File: config.mk
export PLATFORM = sky130hd
export DESIGN_NAME = set_controller
export DESIGN_NICKNAME = d
export VERILOG_FILES = /design/src/rtl/clock_pkg.sv /design/src/rtl/set_controller_key_debounce.sv /design/src/rtl/set_controller.sv
export SDC_FILE = /design/constraint.sdc
export NUM_CORES = 1
export LEC_CHECK = 0
export CORE_AREA = 8 8 78 148
export DETAILED_ROUTE_END_ITERATION = 7
export DIE_AREA = 0 0 86 156
export HOLD_SLACK_MARGIN = 0.05
export PLACE_DENSITY = 0.77
export SLEW_MARGIN = 20
export SYNTH_ARGS = -nofsm -noshare
export SYNTH_HDL_FRONTEND = slang
export SYNTH_SLANG_ARGS = --single-unit
File: constraint.sdc
create_clock -name CLK -period 2.2 [get_ports CLK]
set_input_delay 0.33 -clock CLK [delete_from_list [all_inputs] [get_ports CLK]]
set_output_delay 0.33 -clock CLK [all_outputs]
set_load 0.1 [all_outputs]
File: src/rtl/clock_pkg.sv
// clock_pkg: shared mode encoding, BCD field limits and entry validation for the clock front end.
package clock_pkg;

    typedef enum logic [1:0] {
        RUN       = 2'd0,
        SET_TIME  = 2'd1,
        SET_ALARM = 2'd2
    } mode_e;

    localparam logic [7:0] HOUR_MIN = 8'h01;
    localparam logic [7:0] HOUR_MAX = 8'h12;
    localparam logic [7:0] MIN_MAX  = 8'h59;

    localparam logic HOUR_FIELD = 1'b0;
    localparam logic MIN_FIELD  = 1'b1;

    // Hours are 01..12 with a decimal ones digit; minutes are 00..59.
    function automatic logic bcd_valid(input logic [7:0] v, input logic field);
        bcd_valid = (v[3:0] <= 4'd9) &&
                    ((field == MIN_FIELD) ? (v[7:4] <= MIN_MAX[7:4])
                                          : (v >= HOUR_MIN && v <= HOUR_MAX));
    endfunction

endpackage

File: src/rtl/set_controller_key_debounce.sv
// key_debounce: synchronizes an active-low raw key, filters bounce and emits a one-cycle press pulse.
module key_debounce #(
    parameter int DEBOUNCE_CYCLES = 1_000_000
) (
    input  logic CLK,
    input  logic RST,
    input  logic key_i,
    output logic level_o,
    output logic press_o
);

    localparam int CW = (DEBOUNCE_CYCLES > 1) ? $clog2(DEBOUNCE_CYCLES) : 1;
    localparam logic [CW-1:0] CNT_LAST = CW'(DEBOUNCE_CYCLES - 1);

    logic          s1_q, s2_q, level_q, prev_q, press_q;
    logic          level_d;
    logic [CW-1:0] cnt_q, cnt_d;

    // The counter only runs while the synchronized level disagrees with the accepted one.
    always_comb begin
        level_d = level_q;
        cnt_d   = '0;
        if (s2_q != level_q) begin
            cnt_d   = (cnt_q == CNT_LAST) ? '0 : cnt_q + 1'b1;
            level_d = (cnt_q == CNT_LAST) ? s2_q : level_q;
        end
    end

    always_ff @(posedge CLK) begin
        if (RST) begin
            s1_q    <= 1'b1;
            s2_q    <= 1'b1;
            level_q <= 1'b1;
            prev_q  <= 1'b1;
            press_q <= 1'b0;
            cnt_q   <= '0;
        end else begin
            s1_q    <= key_i;
            s2_q    <= s1_q;
            level_q <= level_d;
            prev_q  <= level_q;
            press_q <= prev_q & ~level_q;
            cnt_q   <= cnt_d;
        end
    end

    assign level_o = level_q;
    assign press_o = press_q;

endmodule

File: src/rtl/set_controller.sv
// set_controller: debounced keys drive the RUN/SET_TIME/SET_ALARM machine, field select,
// BCD validation and a one-cycle active-low write strobe towards the clock.
module set_controller
    import clock_pkg::*;
#(
    parameter int DEBOUNCE_CYCLES = 1_000_000,
    parameter int TIMEOUT_CYCLES  = 500_000_000
) (
    input  logic       CLK,
    input  logic       RST,
    input  logic       KEY_MODE,
    input  logic       KEY_FIELD,
    input  logic       KEY_SET,
    input  logic [7:0] SW_RAW,
    output logic       TS_STATE,
    output logic       AS_STATE,
    output logic       SWITCH,
    output logic       SET,
    output logic [7:0] SW_OUT,
    output logic       ERR
);

    localparam int TW = (TIMEOUT_CYCLES > 1) ? $clog2(TIMEOUT_CYCLES) : 1;
    localparam logic [TW-1:0] IDLE_LAST = TW'(TIMEOUT_CYCLES - 1);

    logic [2:0] levels_unused;
    logic       mode_p, field_p, set_p;

    key_debounce #(.DEBOUNCE_CYCLES(DEBOUNCE_CYCLES)) u_mode (
        .CLK(CLK), .RST(RST), .key_i(KEY_MODE), .level_o(levels_unused[0]), .press_o(mode_p)
    );
    key_debounce #(.DEBOUNCE_CYCLES(DEBOUNCE_CYCLES)) u_field (
        .CLK(CLK), .RST(RST), .key_i(KEY_FIELD), .level_o(levels_unused[1]), .press_o(field_p)
    );
    key_debounce #(.DEBOUNCE_CYCLES(DEBOUNCE_CYCLES)) u_set (
        .CLK(CLK), .RST(RST), .key_i(KEY_SET), .level_o(levels_unused[2]), .press_o(set_p)
    );

    mode_e         state_q, state_d;
    logic          switch_q, switch_d;
    logic          err_q, err_d;
    logic          set_n_q, set_n_d;
    logic [7:0]    sw_out_q, sw_out_d;
    logic [TW-1:0] idle_q, idle_d;
    logic          ts_q, as_q;
    logic          in_set;

    assign in_set = (state_q != RUN);

    // Priority: mode over set over field; timeout only when no key event is present.
    always_comb begin
        state_d  = state_q;
        switch_d = switch_q;
        err_d    = err_q;
        sw_out_d = sw_out_q;
        set_n_d  = 1'b1;
        if (mode_p) begin
            state_d  = (state_q == RUN) ? SET_TIME : (state_q == SET_TIME) ? SET_ALARM : RUN;
            switch_d = HOUR_FIELD;
            err_d    = 1'b0;
        end else if (in_set && set_p) begin
            sw_out_d = bcd_valid(SW_RAW, switch_q) ? SW_RAW : sw_out_q;
            set_n_d  = ~bcd_valid(SW_RAW, switch_q);
            err_d    = ~bcd_valid(SW_RAW, switch_q);
        end else if (in_set && field_p) begin
            switch_d = ~switch_q;
        end else if (in_set && idle_q == IDLE_LAST) begin
            state_d  = RUN;
            switch_d = HOUR_FIELD;
            err_d    = 1'b0;
        end
        idle_d = (mode_p || field_p || set_p || state_d == RUN) ? '0 :
                 (idle_q == IDLE_LAST) ? idle_q : idle_q + 1'b1;
    end

    always_ff @(posedge CLK) begin
        if (RST) begin
            state_q  <= RUN;
            switch_q <= HOUR_FIELD;
            err_q    <= 1'b0;
            set_n_q  <= 1'b1;
            sw_out_q <= 8'h00;
            idle_q   <= '0;
            ts_q     <= 1'b0;
            as_q     <= 1'b0;
        end else begin
            state_q  <= state_d;
            switch_q <= switch_d;
            err_q    <= err_d;
            set_n_q  <= set_n_d;
            sw_out_q <= sw_out_d;
            idle_q   <= idle_d;
            ts_q     <= (state_d == SET_TIME);
            as_q     <= (state_d == SET_ALARM);
        end
    end

    assign TS_STATE = ts_q;
    assign AS_STATE = as_q;
    assign SWITCH   = switch_q;
    assign SET      = set_n_q;
    assign SW_OUT   = sw_out_q;
    assign ERR      = err_q;

endmodule

==> results.cfg, run 1 <==
[status]
status = finished clean

[worst_setup_path]
critPathArrivalTime_ns = 2.41
worst_setup_path_start_kind = register
cp.required_ns = 2.49
max_stage_delay_ns = 0.61
r2r.worst_path.cells = 5
timing.critical_path.buf_inv = 1
end_kind = register
crit_path_cell_trace = or4b_1 > or4_1 > o211ai_1 > buf_6 > nor2_1
r2r-end = u_field.cnt_q[2]
worstSetupPathType = reg2reg
cp_top_family = simple AND/OR/NAND/NOR gates
regToRegStartpoint = u_field.cnt_q[10]
critPathMaxFanout = 20
r2r_setup_slack_ns = 0.09
slowest_stage = or4_1

[synthesis]
synth.distinct_cells = 46
ys_ff_latch = 119
ys_async_sr_fraction = 0
seq_area_frac_synth = 0.456
synth.most_common_cell = dfxtp_1
yosys.area.top_type = dfxtp_1
synth.area.top_cells = dfxtp_1, nor2_1, xnor2_1
netlist.area_leader.share = 0.456
yosysWarnings = 0
synth.net_count = 623
synth_commonest_cells = dfxtp_1, nor2_1, nand2_1, a21oi_1, o21ai_0
syn-cell-area_um2 = 5230
avgSynthCellArea_um2 = 8.63
synth_cells = 606
synth_top_flop_cell = dfxtp_1
synth-edff-count = 0

[route]
drc = 0
ant_nets = 0
route.final.wire_length_um = 11800
dr.first_iter.drc_count = 175
route.layer.met1.wl_um = 4230
wl_met3_um = 343
vias_per_cell = 5.74
drtPass1Iterations = 5
dr_wl_met2_um = 6720
top_layer_used = met4
vias = 4548
drt-wirelength-per-cell_um = 14.8

[clock_tree]
cts_root_buffer = clkbuf_16
cts_buffer_depth = 2
ctsHoldBuffers = 0
cts_resized = 0
cts-buffers-inserted = 17
clk_pin_slew_ns = 0.05
htree_levels = 4
tritoncts = yes
postCtsSetupBuffers = 0
clk_latency_ns = 0.41
cts_sinks = 119

[min_path]
hold_path_depth = 1
hold_end = u_field.s2_q
min_path_type = reg2reg
min-delay-start = u_field.s1_q

[timing]
setup_viol = 0
rsz0062_at_grt = false
holdWs_ns = 0.402
skew_ns = 0.00701
period_needed_ns = 2.11
maxSlewHeadroom = 0.371
min_period_over_period = 0.960
maxSlewViolCount = 0
max_freq_ghz = 0.474
finalHoldViolCount = 0
tightest_slew_ns = 0.944

[run]
drv_cap = 0

[power_and_ir_drop]
leakagePower_nw = 2.03
ir_drop_uv = 720
p_per_area_nw_per_um2 = 828

[floorplanning]
fp.dieH_um = 156
row_count = 51
core_area_um2 = 9640
initial_core_util = 0.543
die_w_um = 86
io_pins = 26
die_area_um2 = 13400

[placed_design]
placed_area_um2 = 5660
dpl.hpwl_um = 8310
portBuffers = 25
gp_congestion = 0.868

[layout]
final_area_um2 = 6300
syn_to_final_growth_pct = 20.6
diodes = 0
num-nets-final = 665
drive_above_1_share = 0.112

[global_route]
grt_start_max_net_pins = 27
track_usage = 0.186
grt-ovfl-total = 0
grt_pass1_vias = 4587
antenna_found_initial = 0
grt_pass1_wl_um = 19900
## sequential cells by signal, summed over array words and instances, names as in the netlist, 2 cells and up
register       flops
idle_q            29
u_field.cnt_q     20
u_mode.cnt_q      20
u_set.cnt_q       20
SW_OUT             8
state_q            2
## stage by stage
stage | setup TNS, ns | instances | total power, mW | worst slack (ns) | utilization
floorplan | 0 | 606 | 2.25 | 0.150 | -
global placement | -0.319 | 761 | 2.28 | -0.0484 | 0.588
detailed placement | -1.77 | 761 | 2.28 | -0.258 | 0.588
CTS | 0 | 792 | 5.27 | 0.0731 | 0.654
global route | 0 | 792 | 5.38 | 0.0000140 | 0.654
finish | 0 | 792 | 5.22 | 0.0885 | 0.654
## metal layers
| metal | up-vias | track usage |
|---|---|---|
| met2 | 95 | 0.354 |
| met3 | 42 | 0.0533 |
| li1 | 2258 | - |
| met1 | 2153 | 0.159 |
| met5 | - | 0 |
| met4 | 0 | 0.122 |
## report_power, final
part / internal [mW] / switching, mW / leakage [nW]
registers: 2.16 / 0.00349 / 0.960
clock network: 2.06 / 0.920 / 0.303
logic: 0.0358 / 0.0370 / 0.762
total: 4.26 / 0.961 / 2.03
## placed cells by master, fill, tap and decap left out, types with 2 or more instances in the layout
cell,netlist,layout
clkbuf_16,0,17
o21ai_0,34,34
ha_1,4,4
inv_1,22,22
nor3_1,11,11
nand2_1,51,51
and3_1,10,10
and2_1,4,4
nor4b_1,7,7
nand4_1,24,24
dfxtp_1,119,119
o21bai_1,2,2
nand3_2,2,2
xor2_1,22,22
nor3b_1,2,2
o211ai_1,3,3
clkbuf_1,15,4
clkinvlp_4,0,2
a21oi_1,37,37
or2_2,9,9
o31ai_1,12,12
clkbuf_8,0,2
or4_1,22,22
nor4_1,7,7
buf_4,2,31
bufinv_16,0,5
mux2i_1,8,8
xnor2_1,25,25
a211oi_1,2,2
nor2_1,63,63
and4_1,5,5
nand3_1,29,29
o311ai_1,2,2
clkdlybuf4s50_1,0,12
or3_1,25,25
nand3b_1,8,8
## area by class of cell
type,instances,area [um^2]
Clock buffer,23,468
Clock inverter,8,170
Fill cell,770,3330
Inverter,22,82.6
Multi-Input combinational cell,444,2670
Sequential cell,119,2380
Tap cell,132,165
Timing Repair Buffer,44,364
## how the worst max path moves through the flow
stage	start	endpoint	slack [ns]	cells after the start
2_1_floorplan	SWITCH	SW_OUT[0]	0.15	3
3_5_place_dp	SW_RAW[1]	SW_OUT[3]	-0.26	5
3_3_place_gp	SW_RAW[1]	SW_OUT[1]	-0.05	5
4_1_cts	u_field.cnt_q[10]	u_field.cnt_q[10]	0.07	5
5_1_grt	u_field.cnt_q[12]	u_field.cnt_q[9]	0.00001	5
6_report	u_field.cnt_q[10]	u_field.cnt_q[2]	0.09	5
## kinds of logic (layout without fill, tap and decap cells)
kind of cell               count (synthesis)  after routing  synth area share
and+or+nand+nor                          287            287             0.300
DFF                                      119            119             0.456
AOI/OAI and AO/OA                         98             98             0.107
xor gates and xnor gates                  47             47            0.0787
buffers and inverters                     43             97            0.0333
muxes                                      8              8            0.0153
adders and majority gates                  4              4           0.00957
Power figures use the tool's default switching activity.
==> run 2, diff against run 1 <==
--- a/config.mk
+++ b/config.mk
@@ -5,11 +5,11 @@
 export SDC_FILE = /design/constraint.sdc
 export NUM_CORES = 1
 export LEC_CHECK = 0
-export CORE_AREA = 8 8 78 148
+export CORE_AREA = 8 8 79 151
 export DETAILED_ROUTE_END_ITERATION = 7
-export DIE_AREA = 0 0 86 156
+export DIE_AREA = 0 0 87 159
 export HOLD_SLACK_MARGIN = 0.05
-export PLACE_DENSITY = 0.77
+export PLACE_DENSITY = 0.78
 export SLEW_MARGIN = 20
 export SYNTH_ARGS = -nofsm -noshare
 export SYNTH_HDL_FRONTEND = slang
==> constraint.sdc (replaced) <==
create_clock -name CLK -period 1.8 [get_ports CLK]
set_input_delay 0.27 -clock CLK [delete_from_list [all_inputs] [get_ports CLK]]
set_output_delay 0.27 -clock CLK [all_outputs]
set_load 0.1 [all_outputs]
==> run 2 against run 1 <==
The flow now finishes with violations (setup timing). Register-to-register slack got worse by 0.32 ns. Sequential cell count did not move. Global-route usage rose by 0.50 points. Non-clock buffer count rose by 83. Utilization rose by 6.5 points. Die area rose by 3.1%. Critical endpoint is now u_field.cnt_q[12]. Largest power group unchanged. Highest routed layer unchanged.
==> results.cfg, run 2 (synthesis gave the netlist of run 1 again) <==
[power_and_ir_drop]
power_mw = 5.95
leakagePower_nw = 2.44
p_per_area_nw_per_um2 = 831
ir_drop_uv = 738

[timing]
maxSlewViolCount = 0
maxSlewHeadroom = 0.648
fin_setup_tns_ns = -8.70
min_period_over_period = 1.13
tightest_slew_ns = 0.523
setup_viol = 53
period_needed_ns = 2.03
max_freq_ghz = 0.492
finalHoldViolCount = 0
fin_ws_ns = -0.232
rsz0062_at_grt = true
skew_ns = 0.00494

[route]
drc = 0
ant_nets = 0
dr.first_iter.drc_count = 241
drt-wirelength-per-cell_um = 14.6
route.final.wire_length_um = 12800
vias_per_cell = 5.56
vias = 4888
drtPass1Iterations = 5

[global_route]
use_met1 = 0.222
grt_start_max_net_pins = 17
top_usage_layer = met2
antenna_found_initial = 0
track_usage = 0.191
grt_pass1_wl_um = 21600
grt_use_met2 = 0.313
grt_pass1_vias = 4797
met3_usage = 0.0502
grt-ovfl-total = 0

[clock_tree]
cts-buffers-inserted = 17
cts_sinks = 119
tritoncts = yes
htree_levels = 4
clk_latency_ns = 0.42
cts_buffer_depth = 2
ctsHoldBuffers = 0
cts_root_buffer = clkbuf_16
clk_pin_slew_ns = 0.06

[min_path]
min_path_type = reg2reg

[worst_setup_path]
end_kind = register
critPathArrivalTime_ns = 2.33
worst_setup_path_start_kind = register
worstSetupPathType = reg2reg
critPathMaxFanout = 6
cp.required_ns = 2.10

[floorplanning]
initial_core_util = 0.525
fp.dieH_um = 159
row_count = 52
die_w_um = 87
io_pins = 26
core_area_um2 = 9950
die_area_um2 = 13800

[placed_design]
placed_area_um2 = 6290
pre_cts_slack_ns = -0.228
portBuffers = 25
dpl.hpwl_um = 8100
gp_congestion = 0.825

[layout]
final_cell_mix = buf_4, dfxtp_1, nor2_1
largest_register_ffs = 29
syn_to_final_growth_pct = 36.9
top_register = idle_q
drive_above_1_share = 0.309
final_common_cell = buf_4
num-nets-final = 748
diodes = 0
final_area_um2 = 7160

[status]
status = complete, but fails checks
violations = setup timing

[run]
drv_cap = 0
run 2: cell types whose count changed in the layout (fill, tap and decap cells not counted), moves of 7 or more:
cell | previous run | this run
a21oi_1 | 37 | 17
buf_6 | 1 | 8
dfxtp_1 | 119 | 100
buf_4 | 31 | 106
a21oi_2 | 0 | 20
or4_4 | 1 | 9
or4_1 | 22 | 14
dfxtp_2 | 0 | 18
run 2: stage by stage:
stage	util	cells	hold slack, ns
final	0.719	879	0.409
after CTS	0.703	878	0.410
after detailed placement	0.632	836	0.394
after global routing	0.719	879	0.420
after global placement	0.632	836	0.392
after floorplan	-	606	0.374
run 2: per-layer routing:
layer	wire, um	part of all wire
met4	280	0.022
met3	632	0.049
met1	5520	0.43
met5	0	0
met2	6410	0.50
run 2: critical path, cell delays in order (launching register included):
cell      delay, ns
dfxtp_2        0.32
or4_1          0.51
or4_4          0.55
o211ai_1       0.19
buf_4          0.18
buf_6          0.14
a21oi_2        0.04
run 2: cell type report:
type	count	area (um^2)
multi-input combinational	444	2900
sequential	119	2410
clock buffer	19	443
fill	726	2800
tap	135	169
timing repair buffer	127	1030
inverter	22	82.6
clock inverter	13	125
run 2: what timing repair did:
item,CTS,global route
hold endpoints to repair,0,0
endpoints found under the setup margin,74,93
resized for setup,27,42
gates cloned,4,0
setup buffers,6,2
pin swaps,26,11
run 2: worst paths after layout:
path                  endpoint  cells past startpoint  slack, ns         startpoint
max          u_field.cnt_q[12]                      6      -0.23  u_field.cnt_q[12]
min                 u_set.s2_q                      1       0.41         u_set.s1_q
max reg2reg  u_field.cnt_q[12]                      6      -0.23  u_field.cnt_q[12]
min reg2reg         u_set.s2_q                      1       0.41         u_set.s1_q
run 2: power by group:
group / switching [mW] / leakage [nW] / internal (mW)
registers: 0.00426 / 0.970 / 2.64
logic: 0.0549 / 1.21 / 0.0601
clock network: 1.25 / 0.262 / 1.94
